File: src/rtl/pll_ctrl_pkg.sv
// Shared types and defaults for the PLL / SoC reset sequencer.
// State encoding, default cycle counts and the counter width helper.
package pll_ctrl_pkg;

   typedef enum logic [2:0] {
      ST_PLL_RESET = 3'd0,
      ST_WAIT_LOCK = 3'd1,
      ST_STABLE    = 3'd2,
      ST_RUN       = 3'd3,
      ST_SOFT      = 3'd4
   } state_t;

   localparam int DEF_RESET_CYCLES    = 16;
   localparam int DEF_STABLE_CYCLES   = 1024;
   localparam int DEF_TIMEOUT_CYCLES  = 65536;
   localparam int DEF_SOFT_RST_CYCLES = 8;
   localparam int DEF_RETRY_W         = 4;

   function automatic int max2(input int a, input int b);
      return (a > b) ? a : b;
   endfunction

   // Bits needed to hold (max_count - 1), never less than one.
   function automatic int cnt_width(input int max_count);
      if (max_count <= 2) return 1;
      return $clog2(max_count);
   endfunction

endpackage

File: src/rtl/pll_reset_ctrl_sync2.sv
// Generic two-flop synchroniser, asynchronously reset to 0.
module sync2 (
   input  logic ck,
   input  logic rst_n,
   input  logic d,
   output logic q
);

   logic r_meta;
   logic r_sync;

   always_ff @(posedge ck or negedge rst_n) begin
      if (!rst_n) begin
         r_meta <= 1'b0;
         r_sync <= 1'b0;
      end else begin
         r_meta <= d;
         r_sync <= r_meta;
      end
   end

   assign q = r_sync;

endmodule

File: src/rtl/pll_reset_ctrl.sv
// Power-up sequencer for the iCE40 PLL and SoC reset, clocked by the board reference clock.
// Optional WAIT_LOCK timeout/retry is enabled by defining PLL_CTRL_TIMEOUT_EN.
//
// state        | meaning
// PLL_RESET    | PLL held in reset (RESETB low) for RESET_CYCLES
// WAIT_LOCK    | PLL running, waiting for synchronised LOCK
// STABLE       | LOCK must stay high for STABLE_CYCLES
// RUN          | SoC out of reset, ready high
// SOFT         | software-requested timed SoC reset
module pll_reset_ctrl
   import pll_ctrl_pkg::*;
#(
   parameter int RESET_CYCLES    = DEF_RESET_CYCLES,
   parameter int STABLE_CYCLES   = DEF_STABLE_CYCLES,
   parameter int TIMEOUT_CYCLES  = DEF_TIMEOUT_CYCLES,
   parameter int SOFT_RST_CYCLES = DEF_SOFT_RST_CYCLES,
   parameter int RETRY_W         = DEF_RETRY_W
) (
   input  logic               ck,
   input  logic               rst_n,
   input  logic               pll_lock,
   input  logic               soft_req,
   output logic               pll_resetb,
   output logic               sys_rst,
   output logic               ready,
   output logic [RETRY_W-1:0] retries
);

   localparam int MAXC = max2(max2(RESET_CYCLES, STABLE_CYCLES),
                              max2(TIMEOUT_CYCLES, SOFT_RST_CYCLES));
   localparam int CW   = cnt_width(MAXC);

   localparam logic [CW-1:0] LD_RESET  = CW'(RESET_CYCLES - 1);
   localparam logic [CW-1:0] LD_STABLE = CW'(STABLE_CYCLES - 1);
   localparam logic [CW-1:0] LD_SOFT   = CW'(SOFT_RST_CYCLES - 1);
`ifdef PLL_CTRL_TIMEOUT_EN
   localparam logic [CW-1:0] LD_TIMEOUT = CW'(TIMEOUT_CYCLES - 1);
`endif

   state_t             r_state;
   state_t             w_state_nxt;
   logic [CW-1:0]      r_cnt;
   logic [CW-1:0]      w_cnt_nxt;
   logic [RETRY_W-1:0] r_retries;
   logic               r_soft_q;
   logic               r_pll_resetb;
   logic               r_sys_rst;
   logic               r_ready;
   logic               w_lock_s;
   logic               w_soft_edge;
   logic               w_retry_inc;

   sync2 u_lock_sync (
      .ck    (ck),
      .rst_n (rst_n),
      .d     (pll_lock),
      .q     (w_lock_s)
   );

   assign w_soft_edge = soft_req & ~r_soft_q;

   always_comb begin
      w_state_nxt = r_state;
      w_cnt_nxt   = r_cnt;
      w_retry_inc = 1'b0;
      case (r_state)
         ST_PLL_RESET: begin
            if (r_cnt == '0) begin
               w_state_nxt = ST_WAIT_LOCK;
`ifdef PLL_CTRL_TIMEOUT_EN
               w_cnt_nxt   = LD_TIMEOUT;
`endif
            end else begin
               w_cnt_nxt = r_cnt - CW'(1);
            end
         end
         ST_WAIT_LOCK: begin
            if (w_lock_s) begin
               w_state_nxt = ST_STABLE;
               w_cnt_nxt   = LD_STABLE;
            end
`ifdef PLL_CTRL_TIMEOUT_EN
            else if (r_cnt == '0) begin
               w_state_nxt = ST_PLL_RESET;
               w_cnt_nxt   = LD_RESET;
               w_retry_inc = 1'b1;
            end else begin
               w_cnt_nxt = r_cnt - CW'(1);
            end
`endif
         end
         ST_STABLE: begin
            if (!w_lock_s) begin
               w_state_nxt = ST_WAIT_LOCK;
`ifdef PLL_CTRL_TIMEOUT_EN
               w_cnt_nxt   = LD_TIMEOUT;
`endif
            end else if (r_cnt == '0) begin
               w_state_nxt = ST_RUN;
            end else begin
               w_cnt_nxt = r_cnt - CW'(1);
            end
         end
         ST_RUN: begin
            if (!w_lock_s) begin
               w_state_nxt = ST_PLL_RESET;
               w_cnt_nxt   = LD_RESET;
               w_retry_inc = 1'b1;
            end else if (w_soft_edge) begin
               w_state_nxt = ST_SOFT;
               w_cnt_nxt   = LD_SOFT;
            end
         end
         ST_SOFT: begin
            if (!w_lock_s) begin
               w_state_nxt = ST_PLL_RESET;
               w_cnt_nxt   = LD_RESET;
               w_retry_inc = 1'b1;
            end else if (r_cnt == '0) begin
               w_state_nxt = ST_RUN;
            end else begin
               w_cnt_nxt = r_cnt - CW'(1);
            end
         end
         default: begin
            w_state_nxt = ST_PLL_RESET;
            w_cnt_nxt   = LD_RESET;
         end
      endcase
   end

   // Outputs are registered from the next state so they change with the state register.
   always_ff @(posedge ck or negedge rst_n) begin
      if (!rst_n) begin
         r_state      <= ST_PLL_RESET;
         r_cnt        <= LD_RESET;
         r_retries    <= '0;
         r_soft_q     <= 1'b0;
         r_pll_resetb <= 1'b0;
         r_sys_rst    <= 1'b1;
         r_ready      <= 1'b0;
      end else begin
         r_state      <= w_state_nxt;
         r_cnt        <= w_cnt_nxt;
         r_soft_q     <= soft_req;
         r_pll_resetb <= (w_state_nxt != ST_PLL_RESET);
         r_sys_rst    <= (w_state_nxt != ST_RUN);
         r_ready      <= (w_state_nxt == ST_RUN);
         if (w_retry_inc && (r_retries != '1))
            r_retries <= r_retries + RETRY_W'(1);
      end
   end

   assign pll_resetb = r_pll_resetb;
   assign sys_rst    = r_sys_rst;
   assign ready      = r_ready;
   assign retries    = r_retries;

endmodule

File: config.mk
export PLATFORM = sky130hd
export DESIGN_NAME = pll_reset_ctrl
export DESIGN_NICKNAME = d
export VERILOG_FILES = /design/src/rtl/pll_ctrl_pkg.sv /design/src/rtl/pll_reset_ctrl_sync2.sv /design/src/rtl/pll_reset_ctrl.sv
export SDC_FILE = /design/constraint.sdc
export NUM_CORES = 1
export LEC_CHECK = 0
export ABC_AREA = 1
export CAP_MARGIN = 40
export CORE_ASPECT_RATIO = 0.75
export CORE_MARGIN = 2
export CORE_UTILIZATION = 55
export CTS_CLUSTER_DIAMETER = 30
export DETAILED_ROUTE_END_ITERATION = 10
export PLACE_DENSITY = 0.75
export SLEW_MARGIN = 10
export SYNTH_ARGS = -nofsm -noshare
export SYNTH_HDL_FRONTEND = slang
export SYNTH_SLANG_ARGS = --single-unit
File: constraint.sdc
create_clock -name ck -period 4.95 [get_ports ck]
set_input_delay 0.7425 -clock ck [delete_from_list [all_inputs] [get_ports ck]]
set_output_delay 0.7425 -clock ck [all_outputs]
set_load 0.01 [all_outputs]
==> results of run 1 <==
[stage by stage]
step	total power, mW	cell area [um2]	setup WS (ns)	instances
after floorplan	0.8246	1730	3.336	228
after global placement	0.9401	1851	2.643	273
after detailed placement	0.9484	1851	2.591	273
after CTS	1.209	1967	2.863	281
after global routing	1.298	1967	2.777	281
final	1.200	1967	2.876	281
[cell type report]
type	instances	area [um2]
Multi-Input combinational cell	164	847.1
Sequential cell	29	732.0
Tap cell	38	47.55
Clock buffer	7	86.33
Fill cell	269	1011
Timing Repair Buffer	11	107.6
Clock inverter	1	30.03
Inverter	31	116.4
[power by group]
part / internal [mW] / leakage (nW) / switching (mW)
sequential: 0.328 / 0.357 / 0.0807
combinational: 0.215 / 0.569 / 0.324
clock: 0.164 / 0.0585 / 0.0893
total: 0.707 / 0.984 / 0.494
[cells in the mapped netlist]
cell	number
dfrtp_1	24
nand3_2	2
inv_2	6
inv_1	25
a21oi_1	12
nand4_1	9
nand2_2	8
nand2_1	49
or2_2	1
ha_1	2
buf_4	1
o21ai_1	5
dfstp_2	5
nor2_4	1
xor2_1	3
o21ai_4	1
buf_6	2
and2_4	1
nor2_8	1
nand2_4	1
xnor2_1	3
nor2_1	30
nand3b_1	1
o21ai_0	2
buf_2	1
nand3_1	24
o211ai_1	1
nor2_2	6
nor3_1	1
[how the worst max path moves through the flow]
stage,startpoint,end,slack [ns],depth (start not counted)
global placement,soft_req,ready,2.64,9
detailed placement,soft_req,ready,2.59,9
floorplan,r_cnt[0],r_cnt[11],3.34,10
finish,sys_rst,sys_rst,2.88,1
global route,soft_req,ready,2.78,9
CTS,sys_rst,sys_rst,2.86,1
[routing by layer]
layer  vias to the layer above  global-route usage, %
met5                         -                      0
met4                         0                  9.477
met3                         7                  6.452
met2                        36                  30.93
met1                       638                  34.85
li1                        758                      -
[sequential cells by signal (all words and copies together) (netlist names)]
register	flops
ready	1
retries	4
r_cnt	16
r_soft_q	1
r_state	3
sys_rst	1
pll_resetb	1
u_lock_sync.q	1
u_lock_sync.r_meta	1
[cell families (layout without fill, tap and decap cells)]
logic type,Yosys count,count (layout),share of synthesized area (%)
compound gates,21,21,6.869
xor+xnor,6,6,3.037
fa+ha+maj,2,2,1.446
buf+inv,35,50,8.749
flops,29,29,42.30
simple gates,135,135,37.60
==> metrics, run 1 <==
port bufs=10; Syn Nets=234; first-pass GRT wire length=5892 um; DRC=0; area of the mapped netlist=0.001730 mm2; M1 WL=1873 um; final setup violation count=0; maximum vdd drop=342.3 uV; post-DP HPWL=2575 um; post-CTS sizing=0; CTS root buf=clkbuf_8; Die Ht=52.58 um; final net count=248; relative slew slack=71.61%; WHS Path Cells=0; Pre-antenna DRT Iters=4; Top Layer Used=met4; CTS tree=yes; CP max stage delay=0.53 ns; initial antenna violation count=0; sequential share of the synthesized area=42.30%; Post-Route WL=3477 um; fin util=66.05%; RSZ-0062 raised after global routing=false; Yosys reg bits=29; WL per Instance=12.37 um; Mapped Cells=228; R2R cell count=10; vias in the first global route=1,305; Post-CTS Setup Repair Bufs=0; Synth Area per Inst=7.590 um2; layout cells sized above 1=16.87%; Total GRT Usage=23.20%; final hold slack=0.3536 ns; CP Data Required Time=4.21 ns; WP buf/inv=1; post-synth top area share=34.71%; post-route setup TNS=0 ns; FP Rows=17; antenna viol nets, final=0; die area=0.003616 mm2; synth warn=0; measured slew at the worst slew-check pin=0.4248 ns; Worst Hold Class=reg -> reg; Final GP Congestion=0.8696; First DRT Iteration DRCs=51; power density cells=610.3 mW/mm2; Die X=68.77 um; vias per inst=5.121; WL met3=170 um; I/O pins=11; starting density of the core=58.11%; maxcap violations=0; reg2reg end=ready; WS Path Type=reg -> out; GRT overflow=0; clk_lat worst skew=0.28 ns; CP max-delay cell=clkdlybuf4s50_1; ranking of synthesized cells by area=dfrtp_1 (35%), nand2_1 (11%), dfstp_2 (7.6%), nand3_1 (6.9%), nor2_1 (6.5%); diode count=0; FF-to-FF Start=r_cnt[0]; Pleak=0.9837 nW; Top Family by Delay on Critical Path=buffers and inverters; Final period util=41.90%; crit path DAT=1.33 ns; hold_sp=u_lock_sync.r_meta; commonest non-fill, non-tap cells in the layout=nand2_1 (49), nor2_1 (30), inv_1 (25); area delta synth->final=13.67%; Met2 Wirelength=1373 um; clock sinks=29; via count=1,439; Max Buffers Root-to-Sink=2; outcome=finished, final reports clean; CTS clock-pin slew for the worst setup and hold paths=0.06 ns; Setup Skew=0.002577 ns; Max Slew Vio Count=0; clock buffer count from CTS=5; post-synthesis cell type count=29; CP Cell Sequence=clkdlybuf4s50_1; Hold Violations, Final=0; Worst Hold Path EP=u_lock_sync.q; most common cell after layout, fill and taps aside=nand2_1; Achievable Freq=0.4822 GHz; R2R setup slack=2.94 ns; Hold-fix buffers, CTS=0; H-tree depth=2; crit end category=output port; CP max FO=1; largest net degree at the start of global routing=30; Placeable Area=0.002978 mm2; largest area contributor in the netlist=dfrtp_1; startpoint types=register; fin crit period=2.074 ns
No activity file was read; power rests on OpenSTA's default activity.
==> run 2: changes to the inputs <==
==> constraint.sdc (replaced) <==
create_clock -name ck -period 2 [get_ports ck]
set_input_delay 0.3 -clock ck [delete_from_list [all_inputs] [get_ports ck]]
set_output_delay 0.3 -clock ck [all_outputs]
set_load 0.01 [all_outputs]
==> metrics, run 2 (synthesis gave the netlist of run 1 again) <==
RSZ-0062 raised after global routing=false; Hold Violations, Final=0; WL met3=157 um; WL per Instance=13.16 um; Die Ht=52.58 um; fin crit period=1.778 ns; DRC=0; die area=0.003616 mm2; maxcap violations=0; area of the multi-input gates=849.6 um2; M1 WL=1936 um; Pleak=0.9887 nW; net switching power=1.253 mW; max reg flops=16; Worst Hold Class=reg -> reg; vias per inst=5.311; GRT overflow=0; measured slew at the worst slew-check pin=0.3696 ns; initial antenna violation count=0; CP max FO=8; switching part of the total=42.90%; outcome=finished, final reports clean; crit path DAT=1.95 ns; most common cell after layout, fill and taps aside=nand2_1; Largest Register=r_cnt; Achievable Freq=0.5624 GHz; final net count=250; WS Path Type=reg -> reg; Post-CTS Setup Repair Bufs=0; final setup violation count=0; First DRT Iteration DRCs=76; post-route setup TNS=0 ns; via count=1,503; register area=732.0 um2; largest net degree at the start of global routing=30; Fillers=258; clk_lat worst skew=0.28 ns; Final GP Congestion=0.8885; diode count=0; commonest non-fill, non-tap cells in the layout=nand2_1 (49), nor2_1 (29), inv_1 (25); Final period util=88.90%; starting density of the core=58.11%; Max Slew Vio Count=0; Placement Cell Area=0.001866 mm2; CTS clock-pin slew for the worst setup and hold paths=0.06 ns; relative slew slack=75.36%; Max Buffers Root-to-Sink=2; CP Data Required Time=2.17 ns; Comb power frac=47.2%; FF-to-FF Start=r_cnt[0]; antenna viol nets, final=0; Met2 Wirelength=1574 um; Placeable Area=0.002978 mm2; CP Launch Point=r_cnt[0]; hold_sp=u_lock_sync.r_meta; Clock power frac=18.0%; Total GRT Usage=24.61%; crit end category=register; power density cells=1483 mW/mm2; maximum vdd drop=823.1 uV; Pre-antenna DRT Iters=4; vias in the first global route=1,333; port bufs=10; fin area=0.001969 mm2; first-pass GRT wire length=6437 um; clock sinks=29; Top Layer Used=met4; Int Pwr=1.667 mW; FP Rows=17; CTS root buf=clkbuf_8; layout cells sized above 1=18.37%; post-DP HPWL=2666 um; I/O pins=11; Post-Route WL=3723 um; startpoint types=register; clock buffer count from CTS=5; area delta synth->final=13.81%; fin util=66.13%; CTS tree=yes; Flop pwr share=34.8%; Die X=68.77 um; H-tree depth=2; Setup Skew=0.003751 ns
[run 2: cell type report]
cell class / instances / share of cell area (%)
clock buffer: 7 / 4.892
multi-input combinational: 164 / 43.14
clock inverter: 1 / 0.2541
sequential: 29 / 37.17
inverter: 31 / 5.909
timing repair buffer: 13 / 6.226
tap: 38 / 2.414
[run 2: worst max-delay path: stages, from the launching register on]
cell,delay [ns]
dfstp_2,0.53
inv_1,0.06
ha_1,0.26
nand2_2,0.13
nor2_1,0.06
nand2_2,0.16
nand2_1,0.09
nor2_2,0.17
nand3_1,0.11
nand2_1,0.07
nor2_1,0.04
[run 2: stage by stage]
| stage | power [mW] | worst slack, ns | cells | hold slack (ns) |
|---|---|---|---|---|
| finish | 2.920 | 0.2219 | 283 | 0.3511 |
| global route | 3.179 | 0.03735 | 283 | 0.3703 |
| CTS | 2.930 | 0.1519 | 283 | 0.3536 |
| detailed placement | 2.386 | 0.2190 | 275 | 0.3396 |
| global placement | 2.345 | 0.2738 | 275 | 0.3325 |
| floorplan | 2.041 | 0.3860 | 228 | 0.004409 |
[run 2: per-layer routing]
| layer | global-route usage, % | up-vias |
|---|---|---|
| met1 | 36.73 | 703 |
| met2 | 35.10 | 32 |
| li1 | - | 760 |
| met5 | 0 | - |
| met4 | 7.843 | 0 |
| met3 | 5.376 | 8 |
[run 2: worst paths after layout]
kind	cells past startpoint	slack (ns)	to
max	10	0.22	r_cnt[15]
min	0	0.35	u_lock_sync.q
max reg2reg	10	0.22	r_cnt[15]
min reg2reg	0	0.35	u_lock_sync.q
max in group asynchronous	2	1.24	r_cnt[3]
min in group asynchronous	2	0.44	ready
[run 2: timing repair]
| item | 4_1_cts | 5_1_grt |
|---|---|---|
| resized for setup | 0 | 1 |
| hold buffers | 0 | 0 |
| setup endpoints to repair | 0 | 2 |
[run 2: power groups by stage]
stage | logic [mW] | registers (mW) | clock network, mW
after floorplan | 1.05 | 0.993 | 0
after global placement | 1.33 | 1.01 | 0
after detailed placement | 1.37 | 1.02 | 0
after CTS | 1.38 | 1.01 | 0.535
after global routing | 1.57 | 1.04 | 0.565
final | 1.38 | 1.02 | 0.526
==> RTL change (config.mk and constraints of run 1) <==
The 5 states of `state_t` get a Gray code encoding in 3 bits.
--- a/src/rtl/pll_ctrl_pkg.sv
+++ b/src/rtl/pll_ctrl_pkg.sv
@@ -3,11 +3,11 @@
 package pll_ctrl_pkg;
 
    typedef enum logic [2:0] {
-      ST_PLL_RESET = 3'd0,
-      ST_WAIT_LOCK = 3'd1,
-      ST_STABLE    = 3'd2,
-      ST_RUN       = 3'd3,
-      ST_SOFT      = 3'd4
+      ST_PLL_RESET = 3'b000,
+      ST_WAIT_LOCK = 3'b001,
+      ST_STABLE    = 3'b011,
+      ST_RUN       = 3'b010,
+      ST_SOFT      = 3'b110
    } state_t;
 
    localparam int DEF_RESET_CYCLES    = 16;
Function: same outputs for any inputs over 10 cycles, from zero or initial values and one cycle with rst_n low; not proved beyond that.
==> RTL change against run 1 <==
- setup slack better by 0.021 ns
- die area grew 3.5%
- final area rose by 2.9%
- synthesized area is 3.8% higher
- sequential cell count is the same
- count of clock-buffer cells in the layout is the same
- routed wire length rose by 2.8%
- sequential share of layout area down 1.1 points
- total power decreased by 0.23%
==> RTL change: results (changes against run 1) <==
- Outcome: finished, final reports clean
- Worst Reg-to-Reg Cells: 7 (-3)
- Vias per std cell: 5.23 (+2.2%)
- Area share of the leading cell type in the synthesized netlist: 33.4% (-1.3 points)
- First-pass GRT wire length: 6300 µm (+6.9%)
- Peak VDD IR: 0.330 mV (-3.5%)
- Syn nets: 242 (+3.4%)
- Setup Skew: 0.00279 ns (+0.000212 ns)
- Clock network contribution to total cell area: 5.75% (-0.17 points)
- GPL Wtd Cong: 0.928 (+6.7%)
- Multi-input gate share of total cell area: 46.0% (+2.9 points)
- Share of layout cells above drive strength 1: 16.3% (-0.60 points)
- Internal power: 0.701 mW (-0.76%)
- DRT iter0 DRCs: 126 (+150%)
- All-Layer GR Usage: 22.3% (-0.91 points)
- Avg Cell Area, Syn: 7.61 µm² (+0.24%)
- #MultiIn Comb: 180 (+9.8%)
- Sequential area share after synthesis: 40.8% (-1.5 points)
- Final hold slack: 0.348 ns (-0.00513 ns)
- Synthesized area: 1800 µm² (+3.8%)
- Period minus WS final: 2.05 ns (-0.0206 ns)
- Area of the multi-input gates: 931 µm² (+9.9%)
- Post-synth top cells: nand2_1 (67), nor2_1 (34), nand3_1 (26), dfrtp_1 (24), inv_1 (21)
- Avg WL per Cell: 12.3 µm (-0.40%)
- Worst r2r dst: r_cnt[2]$_DFFE_PN1P_
- CP Data Arrival Time: 1.31 ns (-0.02 ns)
- Worst relative slew slack: 60.0% (-12 points)
## RTL change: power by group through the flow
stage                     registers, mW  clock network (mW)  logic, mW
after floorplan                   0.409                   0      0.418
after global placement            0.415                   0      0.517
after detailed placement          0.417                   0      0.527
after CTS                         0.414               0.254      0.532
after global routing              0.428               0.263      0.602
final                             0.414               0.250      0.533
## RTL change: logic make-up after synthesis
kind of cell / count (synthesis) / synth area share [%]
AND/OR/NAND/NOR: 153 / 41.3
flip-flops: 29 / 40.8
buffers and inverters: 27 / 7.39
AO/OA/AOI/OAI: 18 / 5.64
XOR/XNOR: 6 / 2.93
adder cells (fa/ha/maj): 2 / 1.39
multiplexers: 1 / 0.627
## RTL change: layer usage
metal / GRT usage (%) / vias up / wire length [µm]
met5: 0 / - / 0
met4: 7.69 / 0 / 37
met3: 5.90 / 5 / 211
met2: 30.2 / 39 / 1350
met1: 33.7 / 682 / 1970
li1: - / 792 / -
